### src/rtl/rx_iq_pkg.sv
// Shared constants for the RX IQ show-ahead buffer: sample/frame widths,
// frame field offsets and the default FIFO depth.
package rx_iq_pkg;

  localparam int IQ_WIDTH           = 24;
  localparam int FRAME_WIDTH        = 4 * IQ_WIDTH;
  localparam int DEPTH_LOG2_DEFAULT = 5;

  // Frame layout, most significant field first: RX1_I, RX1_Q, RX2_I, RX2_Q
  localparam int RX1_I_MSB = FRAME_WIDTH - 1;
  localparam int RX1_I_LSB = 3 * IQ_WIDTH;
  localparam int RX1_Q_MSB = 3 * IQ_WIDTH - 1;
  localparam int RX1_Q_LSB = 2 * IQ_WIDTH;
  localparam int RX2_I_MSB = 2 * IQ_WIDTH - 1;
  localparam int RX2_I_LSB = IQ_WIDTH;
  localparam int RX2_Q_MSB = IQ_WIDTH - 1;
  localparam int RX2_Q_LSB = 0;

endpackage

### src/rtl/iq_frame_ram.sv
// Simple dual-port frame storage: synchronous write, asynchronous read.
module iq_frame_ram #(
  parameter int DEPTH_LOG2 = 5,
  parameter int WIDTH      = 96
) (
  input  logic                  clk,
  input  logic                  we,
  input  logic [DEPTH_LOG2-1:0] wr_addr,
  input  logic [WIDTH-1:0]      wr_data,
  input  logic [DEPTH_LOG2-1:0] rd_addr,
  output logic [WIDTH-1:0]      rd_data
);

  localparam int DEPTH = 1 << DEPTH_LOG2;

  logic [WIDTH-1:0] mem_r [DEPTH];

  // Frame write port
  always_ff @(posedge clk) begin
    if (we) begin
      mem_r[wr_addr] <= wr_data;
    end
  end

  assign rd_data = mem_r[rd_addr];

endmodule

### src/rtl/rx_iq_buffer.sv
// Show-ahead FIFO of 4x IQ frames between the DDC and the parallel-bus reader.
// The head frame is held in output registers so the reader sees it with no read latency.
module rx_iq_buffer #(
  parameter int DEPTH_LOG2 = rx_iq_pkg::DEPTH_LOG2_DEFAULT,
  parameter int IQ_WIDTH   = rx_iq_pkg::IQ_WIDTH
) (
  input  logic                  clk_in,
  input  logic                  reset_n,
  input  logic                  iq_valid,
  input  logic [IQ_WIDTH-1:0]   RX1_I_in,
  input  logic [IQ_WIDTH-1:0]   RX1_Q_in,
  input  logic [IQ_WIDTH-1:0]   RX2_I_in,
  input  logic [IQ_WIDTH-1:0]   RX2_Q_in,
  input  logic                  IQ_RX_READ_REQ,
  input  logic                  IQ_RX_READ_CLK,
  input  logic                  flush,
  input  logic                  clear_flags,
  output logic [IQ_WIDTH-1:0]   RX1_I,
  output logic [IQ_WIDTH-1:0]   RX1_Q,
  output logic [IQ_WIDTH-1:0]   RX2_I,
  output logic [IQ_WIDTH-1:0]   RX2_Q,
  output logic                  in_empty,
  output logic [DEPTH_LOG2:0]   fill_level,
  output logic                  iq_overrun,
  output logic                  iq_underrun
);

  import rx_iq_pkg::*;

  localparam int FW    = 4 * IQ_WIDTH;
  localparam int DEPTH = 1 << DEPTH_LOG2;

  localparam logic [DEPTH_LOG2:0]   CNT_ZERO = '0;
  localparam logic [DEPTH_LOG2:0]   CNT_ONE  = (DEPTH_LOG2 + 1)'(1);
  localparam logic [DEPTH_LOG2:0]   CNT_FULL = (DEPTH_LOG2 + 1)'(DEPTH);
  localparam logic [DEPTH_LOG2-1:0] PTR_ZERO = '0;
  localparam logic [DEPTH_LOG2-1:0] PTR_ONE  = DEPTH_LOG2'(1);
  localparam logic [FW-1:0]         FRAME_ZERO = '0;

  logic [DEPTH_LOG2-1:0] wr_ptr_r;
  logic [DEPTH_LOG2-1:0] rd_ptr_r;
  logic [DEPTH_LOG2:0]   count_r;
  logic                  empty_r;
  logic                  read_clk_d_r;
  logic [FW-1:0]         head_r;
  logic                  overrun_r;
  logic                  underrun_r;

  logic [FW-1:0]         in_frame_s;
  logic [FW-1:0]         ram_rd_data_s;
  logic [DEPTH_LOG2-1:0] ram_rd_addr_s;
  logic                  pop_req_s;
  logic                  is_empty_s;
  logic                  is_full_s;
  logic                  pop_ok_s;
  logic                  wr_ok_s;
  logic                  overrun_evt_s;
  logic                  underrun_evt_s;
  logic                  load_in_s;
  logic                  load_ram_s;
  logic [DEPTH_LOG2:0]   count_next_s;

  assign in_frame_s = {RX1_I_in, RX1_Q_in, RX2_I_in, RX2_Q_in};

  // The RAM is read one slot ahead of the head: that frame becomes the head on a pop.
  assign ram_rd_addr_s = rd_ptr_r + PTR_ONE;

  iq_frame_ram #(
    .DEPTH_LOG2 (DEPTH_LOG2),
    .WIDTH      (FW)
  ) u_ram (
    .clk     (clk_in),
    .we      (wr_ok_s),
    .wr_addr (wr_ptr_r),
    .wr_data (in_frame_s),
    .rd_addr (ram_rd_addr_s),
    .rd_data (ram_rd_data_s)
  );

  // Pop/write qualification, flag events and next fill count
  always_comb begin
    pop_req_s      = IQ_RX_READ_REQ & IQ_RX_READ_CLK & ~read_clk_d_r;
    is_empty_s     = (count_r == CNT_ZERO);
    is_full_s      = (count_r == CNT_FULL);
    pop_ok_s       = pop_req_s & ~is_empty_s & ~flush;
    // A pop on a full FIFO frees the slot the write lands in.
    wr_ok_s        = iq_valid & ~flush & (~is_full_s | pop_ok_s);
    overrun_evt_s  = iq_valid & ~flush & is_full_s & ~pop_ok_s;
    underrun_evt_s = pop_req_s & is_empty_s & ~flush;
    // Head comes straight from the input when the written frame is the new head.
    load_in_s      = wr_ok_s & (is_empty_s | ((count_r == CNT_ONE) & pop_ok_s));
    load_ram_s     = pop_ok_s & (count_r > CNT_ONE);
    case ({wr_ok_s, pop_ok_s})
      2'b10:   count_next_s = count_r + CNT_ONE;
      2'b01:   count_next_s = count_r - CNT_ONE;
      default: count_next_s = count_r;
    endcase
  end

  // READ_CLK edge-detect history
  always_ff @(posedge clk_in or negedge reset_n) begin
    if (!reset_n) begin
      read_clk_d_r <= 1'b0;
    end else begin
      read_clk_d_r <= IQ_RX_READ_CLK;
    end
  end

  // Pointers, fill count and empty flag
  always_ff @(posedge clk_in or negedge reset_n) begin
    if (!reset_n) begin
      wr_ptr_r <= PTR_ZERO;
      rd_ptr_r <= PTR_ZERO;
      count_r  <= CNT_ZERO;
      empty_r  <= 1'b1;
    end else if (flush) begin
      wr_ptr_r <= PTR_ZERO;
      rd_ptr_r <= PTR_ZERO;
      count_r  <= CNT_ZERO;
      empty_r  <= 1'b1;
    end else begin
      if (wr_ok_s) begin
        wr_ptr_r <= wr_ptr_r + PTR_ONE;
      end
      if (pop_ok_s) begin
        rd_ptr_r <= rd_ptr_r + PTR_ONE;
      end
      count_r <= count_next_s;
      empty_r <= (count_next_s == CNT_ZERO);
    end
  end

  // Show-ahead head register; holds its value when the FIFO drains or is flushed
  always_ff @(posedge clk_in or negedge reset_n) begin
    if (!reset_n) begin
      head_r <= FRAME_ZERO;
    end else if (load_in_s) begin
      head_r <= in_frame_s;
    end else if (load_ram_s) begin
      head_r <= ram_rd_data_s;
    end
  end

  // Sticky error flags; a same-cycle event beats clear_flags
  always_ff @(posedge clk_in or negedge reset_n) begin
    if (!reset_n) begin
      overrun_r  <= 1'b0;
      underrun_r <= 1'b0;
    end else begin
      if (overrun_evt_s) begin
        overrun_r <= 1'b1;
      end else if (clear_flags) begin
        overrun_r <= 1'b0;
      end
      if (underrun_evt_s) begin
        underrun_r <= 1'b1;
      end else if (clear_flags) begin
        underrun_r <= 1'b0;
      end
    end
  end

  assign RX1_I       = head_r[4*IQ_WIDTH-1:3*IQ_WIDTH];
  assign RX1_Q       = head_r[3*IQ_WIDTH-1:2*IQ_WIDTH];
  assign RX2_I       = head_r[2*IQ_WIDTH-1:IQ_WIDTH];
  assign RX2_Q       = head_r[IQ_WIDTH-1:0];
  assign in_empty    = empty_r;
  assign fill_level  = count_r;
  assign iq_overrun  = overrun_r;
  assign iq_underrun = underrun_r;

endmodule

### config.mk
export PLATFORM = sky130hd
export DESIGN_NAME = rx_iq_buffer
export DESIGN_NICKNAME = d
export VERILOG_FILES = /design/src/rtl/rx_iq_pkg.sv /design/src/rtl/iq_frame_ram.sv /design/src/rtl/rx_iq_buffer.sv
export SDC_FILE = /design/constraint.sdc
export NUM_CORES = 2
export LEC_CHECK = 0
export CAP_MARGIN = 20
export CORE_UTILIZATION = 60
export DETAILED_ROUTE_END_ITERATION = 10
export PLACE_DENSITY_LB_ADDON = 0.1
export SYNTH_ARGS = -nofsm -noshare
export SYNTH_HDL_FRONTEND = slang
export SYNTH_SLANG_ARGS = --single-unit
### constraint.sdc
create_clock -name clk_in -period 17.04 [get_ports clk_in]
set_input_delay 2.556 -clock clk_in [delete_from_list [all_inputs] [get_ports clk_in]]
set_output_delay 2.556 -clock clk_in [all_outputs]
set_load 0.03 [all_outputs]
# Word level (Yosys, flattened, before mapping)
# Memories as Yosys holds them, arrays and structs flattened.
# Index checks and enable logic that the tools add are counted.
[word_totals]
regBits = 116
latchBits = 0
ram_bits = 3072
rom_bits = 0
in_bits = 103
n_memories = 1
[classes]
n_addsub = 4
mul = 0
div = 0
magnitude_cmp = 1
eq_ne = 4
shift = 0
muxes = 14
bitwise = 20
n_reduce_logical = 7
[memory_table]
columns = ["name", "words", "word_bits", "rd", "rd_ports_with_merged_regs", "wr", "line_no", "source"]
rows = [
  ["u_ram.mem_r", 32, 96, 1, 0, 1, "iq_frame_ram.sv:16", "logic [WIDTH-1:0] mem_r [DEPTH];"],
]
[op_table]
columns = ["op", "count"]
rows = [
  ["two-way mux 96 bit", 2],
  ["two-way mux 5 bit", 4],
  ["bitwise AND 1 bit", 13],
  ["zero test 6 bit", 2],
  ["case mux 6 bit (2 select lines)", 1],
  ["adder 5 x 1 -> 5 bit (second input constant)", 2],
  ["nonzero test 2 bit", 5],
  ["adder 6 x 1 -> 6 bit (second input constant)", 1],
  ["== test 6 x 1 -> 1 bit (second input constant)", 1],
  ["== test 6 bit (second input constant)", 1],
  ["> comparator 6 x 1 -> 1 bit (second input constant)", 1],
  ["two-way mux 1 bit", 6],
  ["two-way mux 6 bit", 1],
  ["subtractor 6 x 1 -> 6 bit (second input constant)", 1],
  ["inverter 1 bit", 5],
  ["== test 2 x 1 -> 1 bit (second input constant)", 1],
  ["== test 2 bit (second input constant)", 1],
  ["OR 1 bit", 2],
]

# Logic depth before layout (Yosys ltp)
[logic_depth]
word_depth = 10
mapped_depth = 14

# Modules after synthesis
# Synthesis repeated with hierarchy kept, for this count alone.
[unflattened]
cells_unflattened = 5963
hier_area_um2 = 122064.6
[by_module_without_submodules]
columns = ["module", "n_inst", "cells_each", "area_per_inst_um2"]
rows = [
  ["iq_frame_ram", 1, 5508, 116631.9],
  ["rx_iq_buffer", 1, 455, 5432.7],
]

# Worst setup path before layout
# Ideal clock, no wire load.
[synth_path]
path_kind = "input to register"
startpoint = "in flush"
endpoint = "mem u_ram.mem_r[15][0], enable pin"
setup_time_ns = 0.552
arrival_time_ns = 7.757
t_required_ns = 16.488
path_slack_ns = 8.731
path_stages = 7
n_path_buf = 2
path_cell_list = "clkbuf_1 > nand4bb_1 > nand4_1 > nor2b_1 > clkbuf_1 > nand2_1 > nor2_1"
[synth_via]
elab_chain_len = 6
word_cells_on_any_way = 7
cone_classes = "2 x mux; 5 x bitwise"
[synth_lines]
columns = ["element", "line_no", "source"]
rows = [
  ["from (decl)", "rx_iq_buffer.sv:16", "input logic flush,"],
  ["inverter 1 bit (*)", "rx_iq_buffer.sv:85, rx_iq_buffer.sv:87", ""],
  ["bitwise AND 1 bit", "rx_iq_buffer.sv:85", "pop_ok_s = pop_req_s & ~is_empty_s & ~flush;"],
  ["OR 1 bit", "rx_iq_buffer.sv:87", "wr_ok_s = iq_valid & ~flush & (~is_full_s | pop_ok_s);"],
  ["bitwise AND 1 bit (*)", "rx_iq_buffer.sv:87", ""],
  ["two-way mux 1 bit (*)", "iq_frame_ram.sv:20", "if (we) begin"],
  ["two-way mux 1 bit (implied by the code) (*)", "iq_frame_ram.sv:21", "mem_r[wr_addr] <= wr_data;"],
  ["to (decl)", "iq_frame_ram.sv:16", ""],
]
# Every way passes the cells marked *; elsewhere a longest branch is shown, timed or not.

# Final worst setup path
[layout_path]
startpoint = "in flush"
endpoint = "mem u_ram.mem_r[24][45], enable pin"
# Same word-level chain as after synthesis.

==> impl_metrics.tcl <==
set metrics [dict create \
    hold_ws_ns 0.508 \
    port-buffer-count 207 \
    path_max_fanout 42 \
    vdd_drop_max_mv 0.126 \
    relSlewSlack 0.249 \
    synth_top_cell_by_area "edfxtp_1" \
    antenna_found_initial 10 \
    rows 165 \
    core_region_area_mm2 0.203 \
    syn_area_per_cell_um2 20.0 \
    start_util 0.605 \
    p_leak_nw 44.5 \
    ys_types 56 \
    crit_type "input pin to register" \
    synth_warnings 0 \
    power_density_mw_per_mm2 117 \
    dpl.hpwl_um 147000 \
    cts_resized 0 \
    grt_max_degree 139 \
    synth-seq-cells 3188 \
    htreeDepth 5 \
    drive_gt1_frac 0.216 \
    holdBufCountCts 0 \
    grt_pass1_vias 62100 \
    period_needed_ns 6.97 \
    synthToLayoutAreaGrowth_pct 14.2 \
    rsz0062_at_grt "no" \
    clk_pin_slew_worst_paths_ns 0.06 \
    setup_tns_ns 0 \
    crit_path_top_delay_cell "buf_4" \
    dieArea_mm2 0.206 \
    fin_nets 6632 \
    drc 0 \
    hold_class "register to register" \
    synth_cells 6143 \
    grt_usage 0.299 \
    vias_per_cell 6.63 \
    cp_cell_sequence "clkdlybuf4s50_1, nand4bb_1, nand4_1, nor2b_1, nand2_1, nor2_4, buf_4, buf_4" \
    insertion_delay_ns 0.95 \
    ys_seq_area_frac 0.776 \
    final-setup-viol-count 0 \
    arrival_ns 7.52 \
    synth-main-ff-cell "edfxtp_1" \
    async_flop_share 0.0364 \
    gp_congestion 0.760 \
    syn-num-nets 6257 \
    ctsLongestPathBuffers 4 \
    cts_made_buffers 332 \
    fmax_ghz 0.143 \
    critPathBufInv 3 \
    outcome "finished, final reports clean" \
    crit_family "simple AND/OR/NAND/NOR gates" \
    drt_iter0_markers 7876 \
    hold_viol_final 0 \
    yosys-top-cells-area "edfxtp_1 (75%), mux4_2 (14%), nand2_1 (3.2%), dfrtp_1 (2.3%), nand3_1 (1.2%)" \
    die_y_um 454 \
    io-pin-count 208 \
    synthTopCellsByCount "edfxtp_1 (3072), nand2_1 (1031), mux4_2 (758)" \
    post_cts_buffers 0 \
    finalMaxSlewViolations 0 \
    cpMostUsedCell "buf_4" \
    cp-start-kind "input pin" \
    cpPeakStageDelay_ns 0.81 \
    wl_um 304000 \
    netlist_area_mm2 0.123 \
    overflow 0 \
    clock_skew_ns 0.0433 \
    cts_tree "yes" \
    routedWlPerCell_um 32.2 \
    die_x_um 454 \
    yosysTopAreaCellShare 0.753 \
    first_pass_iters 6 \
    tightest_slew_ns 1.12 \
    max_cap_viol_count 0 \
    cp-end-kind "register" \
    cts_root_buf "clkbuf_16" \
    cp.required_ns 17.59 \
    total_power_mw 16.3 \
    cts.sinks 3188 \
    drtAntennaViolNets 0 \
    routed-via-count 62600 \
    grt_pass1_wl_um 436000 \
    yosysMostFrequentCell "edfxtp_1" \
    post-route-period-util 0.409 \
    synth_edf_count 3072 \
]
-- worst min-delay path: cells and delay by family (launching register included) --
| family | cells | cell delay (ns) |
|---|---|---|
| AOI/OAI and AO/OA | 2 | 0.12 |
| DFF | 1 | 0.34 |
-- final cells by class --
type | instances | area [um^2]
Timing Repair Buffer | 405 | 4930
Multi-Input combinational cell | 2579 | 26200
Tap cell | 2672 | 3340
Clock inverter | 132 | 1180
Antenna cell | 4 | 10.0
Sequential cell | 3188 | 95200
Inverter | 12 | 45.0
Clock buffer | 450 | 9110
Fill cell | 12500 | 62600
-- metrics by stage --
| stage | worst slack, ns | instance area, um^2 | utilization | instances |
|---|---|---|---|---|
| after floorplan | 8.73 | 123000 | - | 6143 |
| after global placement | 9.19 | 128000 | 0.632 | 8787 |
| after detailed placement | 9.15 | 128000 | 0.634 | 8803 |
| after CTS | 10.16 | 139000 | 0.685 | 9385 |
| after global routing | 9.86 | 140000 | 0.691 | 9440 |
| final | 10.07 | 140000 | 0.691 | 9442 |
-- layer usage --
layer  global-route usage  vias to the layer above  part of all wire
li1                     -                    25700                 -
met1                0.435                    33100              0.40
met2                0.463                     3332              0.48
met3               0.0721                      452              0.10
met4               0.0737                       10             0.021
met5                    0                        -           0.00023
-- state kept, by name (all words and copies together) (netlist names), 5 cells and up --
register / flops
u_ram.mem_r: 3072
head_r: 96
fill_level: 6
wr_ptr_r: 5
rd_ptr_r: 5
-- where the power goes --
part	total, mW	internal [mW]	switching, mW
combinational	0.672	0.256	0.416
sequential	8.73	8.66	0.0646
clock	6.92	4.04	2.88
total	16.3	13.0	3.36
-- layout by cell type (no fill, tap or decap), types with 102 or more instances in the layout --
cell type,count
o211ai_1,170
buf_4,106
mux4_2,758
edfxtp_1,3072
nand4_1,102
nand2_1,1030
dfrtp_1,114
clkbuf_16,349
nand3_1,299
clkdlybuf4s50_1,206
-- worst paths after layout --
kind	start	end	slack (ns)	cells past startpoint
min in group asynchronous	reset_n	head_r[85]$_DFFE_PN0P_	1.57	1
min	head_r[85]$_DFFE_PN0P_	head_r[85]$_DFFE_PN0P_	0.51	2
max reg2reg	rd_ptr_r[0]$_DFFE_PN0P_	head_r[75]$_DFFE_PN0P_	11.03	10
max	flush	u_ram.mem_r[24][45]$_DFFE_PP_	10.07	8
max in group asynchronous	reset_n	head_r[47]$_DFFE_PN0P_	14.03	2
min reg2reg	head_r[85]$_DFFE_PN0P_	head_r[85]$_DFFE_PN0P_	0.51	2
-- cell families after synthesis --
kind of cell,synth area share
AOI/OAI and AO/OA,0.0143
xor gates and xnor gates,0.000929
adders and majority gates,0.00112
buffers and inverters,0.0129
DFF,0.776
muxes,0.141
and+or+nand+nor,0.0535
(Power assumes the default switching activity.)
